`src/rtl/iter_alu.sv`:
```
// Iterative W-bit ALU: add/sub, radix-2 Booth multiply, restoring divide, signed or unsigned.
// Latency from accept edge to done: add/sub and divide-by-zero 2 cycles, mul/div W+2 cycles.
// Accepts start only while idle; start and operand changes while busy or in the done cycle are ignored.
// Optional macro ITER_ALU_SAT_EN: add/sub saturate on overflow instead of wrapping.
module iter_alu #(
    parameter int W = 8
) (
    input  logic         clk,
    input  logic         rst,
    input  logic         start,
    input  logic [1:0]   op,
    input  logic         sign,
    input  logic [W-1:0] a,
    input  logic [W-1:0] b,
    output logic         busy,
    output logic         done,
    output logic [W-1:0] result_lo,
    output logic [W-1:0] result_hi,
    output logic         ovf,
    output logic         dz
);

    localparam int CW = $clog2(W + 1);

    localparam logic [1:0] OP_ADD = 2'b00;
    localparam logic [1:0] OP_SUB = 2'b01;
    localparam logic [1:0] OP_MUL = 2'b10;

    typedef enum logic [2:0] {
        S_IDLE,
        S_ADDSUB,
        S_MUL,
        S_DIV,
        S_FIN
    } state_t;

    state_t         state_q, state_d;
    logic [1:0]     op_q, op_d;
    logic           sign_q, sign_d;
    logic [W-1:0]   a_q, a_d;
    logic [W-1:0]   b_q, b_d;
    logic [CW-1:0]  cnt_q, cnt_d;
    logic [W:0]     acc_q, acc_d;     // Booth accumulator / division partial remainder
    logic [W:0]     mq_q, mq_d;       // Booth multiplier / division quotient (low W bits)
    logic           qm1_q, qm1_d;     // Booth q[-1] bit
    logic           dzp_q, dzp_d;     // divide-by-zero pending for this operation
    logic [W-1:0]   res_lo_q, res_lo_d;
    logic [W-1:0]   res_hi_q, res_hi_d;
    logic           ovf_q, ovf_d;
    logic           dz_q, dz_d;

    logic [W-1:0]   as_lo, as_hi;
    logic           as_ovf;
    logic [W:0]     as_ext_a, as_ext_b, as_sum;

    logic [W:0]     mcand, booth_sum, booth_acc, booth_mq;
    logic           booth_qm1;
    logic [W-1:0]   mul_lo, mul_hi;
    logic           mul_ovf;

    logic [W-1:0]   abs_b, in_abs_a;
    logic [W:0]     div_sh_r, div_acc, div_mq;
    logic [W+1:0]   div_trial;
    logic           q_neg, r_neg;
    logic [W-1:0]   div_lo, div_hi;
    logic           div_ovf;

    // Add/sub: one (W+1)-bit sum gives the carry/borrow (unsigned) or the true sign (signed).
    always_comb begin
        as_ext_a = {sign_q & a_q[W-1], a_q};
        as_ext_b = {sign_q & b_q[W-1], b_q};
        as_sum   = (op_q == OP_SUB) ? (as_ext_a - as_ext_b) : (as_ext_a + as_ext_b);
        as_lo    = as_sum[W-1:0];
        if (sign_q) begin
            as_hi  = {W{as_sum[W]}};
            as_ovf = as_sum[W] ^ as_sum[W-1];
        end else begin
            as_hi  = {{(W-1){1'b0}}, as_sum[W]};
            as_ovf = as_sum[W];
        end
`ifdef ITER_ALU_SAT_EN
        if (as_ovf) begin
            if (sign_q) begin
                as_lo = as_sum[W] ? {1'b1, {(W-1){1'b0}}} : {1'b0, {(W-1){1'b1}}};
                as_hi = {W{as_lo[W-1]}};
            end else begin
                as_lo = (op_q == OP_SUB) ? {W{1'b0}} : {W{1'b1}};
                as_hi = {W{1'b0}};
            end
        end
`endif
    end

    // Booth step on (W+1)-bit operands; product taken from the post-step values so the
    // final step's result is captured on the same edge that enters FIN.
    always_comb begin
        mcand = {sign_q & a_q[W-1], a_q};
        case ({mq_q[0], qm1_q})
            2'b01:   booth_sum = acc_q + mcand;
            2'b10:   booth_sum = acc_q - mcand;
            default: booth_sum = acc_q;
        endcase
        booth_acc = {booth_sum[W], booth_sum[W:1]};
        booth_mq  = {booth_sum[0], mq_q[W:1]};
        booth_qm1 = mq_q[0];
        mul_lo    = booth_mq[W-1:0];
        mul_hi    = {booth_acc[W-2:0], booth_mq[W]};
        mul_ovf   = sign_q ? (mul_hi != {W{mul_lo[W-1]}}) : (mul_hi != {W{1'b0}});
    end

    // Restoring divide step on magnitudes, plus sign correction of the finished quotient/remainder.
    always_comb begin
        in_abs_a  = (sign && a[W-1]) ? -a : a;
        abs_b     = (sign_q && b_q[W-1]) ? -b_q : b_q;
        div_sh_r  = {acc_q[W-1:0], mq_q[W-1]};
        div_trial = {1'b0, div_sh_r} - {2'b00, abs_b};
        div_acc   = div_trial[W+1] ? div_sh_r : div_trial[W:0];
        div_mq    = {1'b0, mq_q[W-2:0], ~div_trial[W+1]};
        q_neg     = sign_q & (a_q[W-1] ^ b_q[W-1]);
        r_neg     = sign_q & a_q[W-1];
        div_lo    = q_neg ? -mq_q[W-1:0] : mq_q[W-1:0];
        div_hi    = r_neg ? -acc_q[W-1:0] : acc_q[W-1:0];
        // Only -2^(W-1) / -1 yields a positive magnitude of 2^(W-1).
        div_ovf   = sign_q & ~q_neg & mq_q[W-1];
    end

    // Control FSM: operand capture, per-state iteration, result capture on entry to FIN.
    always_comb begin
        state_d  = state_q;
        op_d     = op_q;
        sign_d   = sign_q;
        a_d      = a_q;
        b_d      = b_q;
        cnt_d    = cnt_q;
        acc_d    = acc_q;
        mq_d     = mq_q;
        qm1_d    = qm1_q;
        dzp_d    = dzp_q;
        res_lo_d = res_lo_q;
        res_hi_d = res_hi_q;
        ovf_d    = ovf_q;
        dz_d     = dz_q;
        case (state_q)
            S_IDLE: begin
                if (start) begin
                    op_d   = op;
                    sign_d = sign;
                    a_d    = a;
                    b_d    = b;
                    cnt_d  = '0;
                    acc_d  = '0;
                    qm1_d  = 1'b0;
                    dzp_d  = 1'b0;
                    mq_d   = '0;
                    if (op == OP_ADD || op == OP_SUB) begin
                        state_d = S_ADDSUB;
                    end else if (op == OP_MUL) begin
                        mq_d    = {sign & b[W-1], b};
                        state_d = S_MUL;
                    end else begin
                        mq_d    = {1'b0, in_abs_a};
                        dzp_d   = (b == '0);
                        state_d = S_DIV;
                    end
                end
            end
            S_ADDSUB: begin
                res_lo_d = as_lo;
                res_hi_d = as_hi;
                ovf_d    = as_ovf;
                dz_d     = 1'b0;
                state_d  = S_FIN;
            end
            S_MUL: begin
                // W+1 steps, one per bit of the extended multiplier.
                acc_d = booth_acc;
                mq_d  = booth_mq;
                qm1_d = booth_qm1;
                cnt_d = cnt_q + CW'(1);
                if (cnt_q == CW'(W)) begin
                    res_lo_d = mul_lo;
                    res_hi_d = mul_hi;
                    ovf_d    = mul_ovf;
                    dz_d     = 1'b0;
                    state_d  = S_FIN;
                end
            end
            S_DIV: begin
                // Divide-by-zero spends one cycle here with no iterations so its timing
                // matches add/sub; otherwise W quotient bits then one sign-fix cycle.
                if (dzp_q) begin
                    res_lo_d = {W{1'b1}};
                    res_hi_d = a_q;
                    ovf_d    = 1'b0;
                    dz_d     = 1'b1;
                    state_d  = S_FIN;
                end else if (cnt_q == CW'(W)) begin
                    res_lo_d = div_lo;
                    res_hi_d = div_hi;
                    ovf_d    = div_ovf;
                    dz_d     = 1'b0;
                    state_d  = S_FIN;
                end else begin
                    acc_d = div_acc;
                    mq_d  = div_mq;
                    cnt_d = cnt_q + CW'(1);
                end
            end
            S_FIN: begin
                state_d = S_IDLE;
            end
            default: begin
                state_d = S_IDLE;
            end
        endcase
    end

    // State and result registers; reset aborts any operation and clears outputs.
    always_ff @(posedge clk) begin
        if (rst) begin
            state_q  <= S_IDLE;
            op_q     <= '0;
            sign_q   <= 1'b0;
            a_q      <= '0;
            b_q      <= '0;
            cnt_q    <= '0;
            acc_q    <= '0;
            mq_q     <= '0;
            qm1_q    <= 1'b0;
            dzp_q    <= 1'b0;
            res_lo_q <= '0;
            res_hi_q <= '0;
            ovf_q    <= 1'b0;
            dz_q     <= 1'b0;
        end else begin
            state_q  <= state_d;
            op_q     <= op_d;
            sign_q   <= sign_d;
            a_q      <= a_d;
            b_q      <= b_d;
            cnt_q    <= cnt_d;
            acc_q    <= acc_d;
            mq_q     <= mq_d;
            qm1_q    <= qm1_d;
            dzp_q    <= dzp_d;
            res_lo_q <= res_lo_d;
            res_hi_q <= res_hi_d;
            ovf_q    <= ovf_d;
            dz_q     <= dz_d;
        end
    end

    assign busy      = (state_q != S_IDLE);
    assign done      = (state_q == S_FIN);
    assign result_lo = res_lo_q;
    assign result_hi = res_hi_q;
    assign ovf       = ovf_q;
    assign dz        = dz_q;

endmodule

```
`config.mk`:
```
export PLATFORM = sky130hd
export DESIGN_NAME = iter_alu
export DESIGN_NICKNAME = d
export VERILOG_FILES = /design/src/rtl/iter_alu.sv
export SDC_FILE = /design/constraint.sdc
export NUM_CORES = 1
export LEC_CHECK = 0
export CAP_MARGIN = 0
export CELL_PAD_IN_SITES_DETAIL_PLACEMENT = 1
export CELL_PAD_IN_SITES_GLOBAL_PLACEMENT = 1
export CORE_MARGIN = 5
export CORE_UTILIZATION = 44
export DETAILED_ROUTE_END_ITERATION = 12
export HOLD_SLACK_MARGIN = 0.1
export PLACE_DENSITY = 0.85
export SYNTH_ARGS = -nofsm -noshare
export SYNTH_HDL_FRONTEND = slang
export SYNTH_SLANG_ARGS = --single-unit
```
`constraint.sdc`:
```
create_clock -name clk -period 4.2 [get_ports clk]
set_input_delay 0.84 -clock clk [delete_from_list [all_inputs] [get_ports clk]]
set_output_delay 0.84 -clock clk [all_outputs]
set_load 0.005 [all_outputs]
```
==> flow_metrics.env <==
export IMPL_path_class="reg -> reg"
export IMPL_slew_headroom=0.291
export IMPL_synth_cell_types=71
export IMPL_wire_per_inst_um=21.4
export IMPL_fmax_ghz=0.275
export IMPL_end_kind="register"
export IMPL_cp_cell_sequence="nor3_1, nor3b_1, nor2_1, xnor2_1, ha_1, or3_1, o31a_1, a21oi_2, mux2_1, a221oi_1, nor3_1"
export IMPL_port_buffer_count=41
export IMPL_fin_nets=810
export IMPL_antenna_left=0
export IMPL_slowest_delay_ps=460
export IMPL_cp_top_family="simple AND/OR/NAND/NOR gates"
export IMPL_grt_first_pass_wirelength_um=31200
export IMPL_p_per_area_nw_per_um2=511
export IMPL_irDropWorstVdd_mv=0.304
export IMPL_cts_sinks=64
export IMPL_netlist_area_um2=5410
export IMPL_yosysSeqAreaShare=0.237
export IMPL_cts_made_buffers=9
export IMPL_core_rowCount=40
export IMPL_syn_nets=795
export IMPL_critical_path_most_common_cell="nor3_1"
export IMPL_coreArea_um2=12000
export IMPL_routed_wirelength_um=19300
export IMPL_n_antenna_cell=0
export IMPL_cp_arrival_ps=3850
export IMPL_vias_per_cell=6.25
export IMPL_status="finished, final reports clean"
export IMPL_yosysWarnings=0
export IMPL_grt_pass1_vias=5854
export IMPL_antenna_found_initial=0
export IMPL_finalSetupViolations=0
export IMPL_dominantRegCellSynth="dfxtp_1"
export IMPL_drcViolationCount=0
export IMPL_via_count=5654
export IMPL_cts_tree="built"
export IMPL_die_w_um=121
export IMPL_hold_class="reg -> reg"
export IMPL_tns_ps=0
export IMPL_path_clk_slew_ps=60
export IMPL_ios=42
export IMPL_leakage_nw=2.23
export IMPL_drt_initial_drc_count=393
export IMPL_required_ps=4420
export IMPL_cp_slowest_cell="a21oi_2"
export IMPL_grt_usage=0.271
export IMPL_syn_area_per_cell_um2=7.32
export IMPL_initial_core_util=0.450
export IMPL_synth_seq_cells=64
export IMPL_place_congestion=0.954
export IMPL_synth_edf_count=0
export IMPL_async_reset_ff_frac=0
export IMPL_clockBufferDepth=2
export IMPL_dieArea_um2=14600
export IMPL_n_fill_cell=1539
export IMPL_tightest_slew_ps=1060
export IMPL_critPathLaunchType="register"
export IMPL_maxCapViolCount=0
export IMPL_first_pass_iters=5
export IMPL_insertion_delay_ps=340
export IMPL_hold_viol=0
export IMPL_hold_buffers=0
export IMPL_critPathMaxFanout=8
export IMPL_rsz0062_at_grt="false"
export IMPL_timing_final_crit_share=0.866
export IMPL_drive_gt1_frac=0.0541
export IMPL_skew_ps=8.93
export IMPL_slew_viol_final=0
export IMPL_dp_hpwl_um=14900
export IMPL_synthCells=738
export IMPL_path_buf_inv=0
export IMPL_grt_max_degree=54
export IMPL_die_h_um=121
export IMPL_fin_crit_ps=3640
export IMPL_postCtsSetupBuffers=0
export IMPL_ctsResizeCount=0
export IMPL_cts_root_buf="clkbuf_16"
export IMPL_grt_ovfl_total=0
export IMPL_htree_num_levels=3
export IMPL_whs_ps=472
export IMPL_area_growth_pct=13.6
## per-stage QoR
stage               utilization  instances  total power [W]  cell area [µm²]  setup WS [ps]
floorplan                     -        738          0.00193             5410            809
global placement          0.489        889          0.00235             5870            718
detailed placement        0.489        889          0.00242             5870            589
CTS                       0.511        905          0.00314             6140            558
global route              0.511        905          0.00335             6140            277
finish                    0.511        905          0.00314             6140            565
## cells by family after synthesis
logic type | share of synthesized area
DFF | 0.237
muxes | 0.0437
and+or+nand+nor | 0.249
buffers and inverters | 0.0546
xor gates and xnor gates | 0.0808
adders and majority gates | 0.0852
AOI/OAI and AO/OA | 0.250
## cell usage in the layout, fill, tap and decap left out, drive strengths merged, types with 9 or more instances in the layout
| cell type | n |
|---|---|
| a211oi | 21 |
| a21oi | 62 |
| a31oi | 12 |
| clkbuf | 13 |
| clkdlybuf4s50 | 40 |
| dfxtp | 64 |
| ha | 32 |
| inv | 30 |
| mux2i | 18 |
| nand2 | 88 |
| nand2b | 14 |
| nand3 | 15 |
| nor2 | 87 |
| nor3 | 30 |
| o211ai | 14 |
| o21a | 9 |
| o21ai | 42 |
| xnor2 | 36 |
| xor2 | 13 |
## routing by layer
layer / up-vias / track usage / wire (µm)
li1: 2673 / - / -
met1: 2745 / 0.339 / 8470
met2: 185 / 0.461 / 9200
met3: 51 / 0.0458 / 844
met4: 0 / 0.113 / 805
met5: - / 0 / 0
## worst paths after layout
| check | startpoint | end | slack (ps) | cells past startpoint |
|---|---|---|---|---|
| worst max-delay path | b_q[0] | acc_q[4] | 560 | 11 |
| worst min-delay path | op_q[1] | op_q[1] | 470 | 2 |
| worst max register to register | b_q[0] | acc_q[4] | 560 | 11 |
| worst min register to register | op_q[1] | op_q[1] | 470 | 2 |
## report_power, final
group,switching (W),total (W),internal [W]
clock,0.000283,0.000697,0.000414
combinational,0.000938,0.00160,0.000660
sequential,0.000157,0.000846,0.000689
## registers in the layout (all words and copies together) (netlist names)
| signal | flops |
|---|---|
| a_q | 8 |
| acc_q | 9 |
| b_q | 8 |
| cnt_q | 4 |
| dz | 1 |
| dzp_q | 1 |
| mq_q | 9 |
| op_q | 2 |
| ovf | 1 |
| qm1_q | 1 |
| result_hi | 8 |
| result_lo | 8 |
| sign_q | 1 |
| state_q | 3 |
## worst min-delay path, cell delays in order (launching register included)
cell	delay [ps]
dfxtp_1	310
nand2_1	50
a21oi_1	60
## cell usage after synthesis (5+ instances only)
cell type,number,share of area
a211oi_1,20,0.028
a21o_1,5,0.0069
a21oi_1,61,0.056
a221oi_1,5,0.0081
a31oi_1,10,0.012
clkbuf_1,35,0.024
dfxtp_1,64,0.24
ha_1,32,0.074
inv_1,27,0.019
mux2i_1,18,0.033
nand2_1,88,0.061
nand2b_1,13,0.015
nand3_1,15,0.014
nand4_1,6,0.0069
nor2_1,87,0.060
nor2b_1,7,0.0081
nor3_1,30,0.028
nor3b_1,5,0.0069
o211ai_1,14,0.019
o21a_1,9,0.012
o21ai_0,39,0.036
o221ai_1,8,0.013
or3_1,6,0.0069
or4_1,6,0.0083
xnor2_1,36,0.058
xor2_1,12,0.019
## layout make-up
cell class,count,area (µm²),share of cell area
multi-input combinational,600,3830,0.624
sequential,64,1280,0.209
timing repair buffer,48,458,0.0746
clock buffer,13,250,0.0407
tap,147,184,0.0299
inverter,30,118,0.0191
clock inverter,3,17.5,0.00285
No activity file was read; power rests on OpenSTA's default activity.
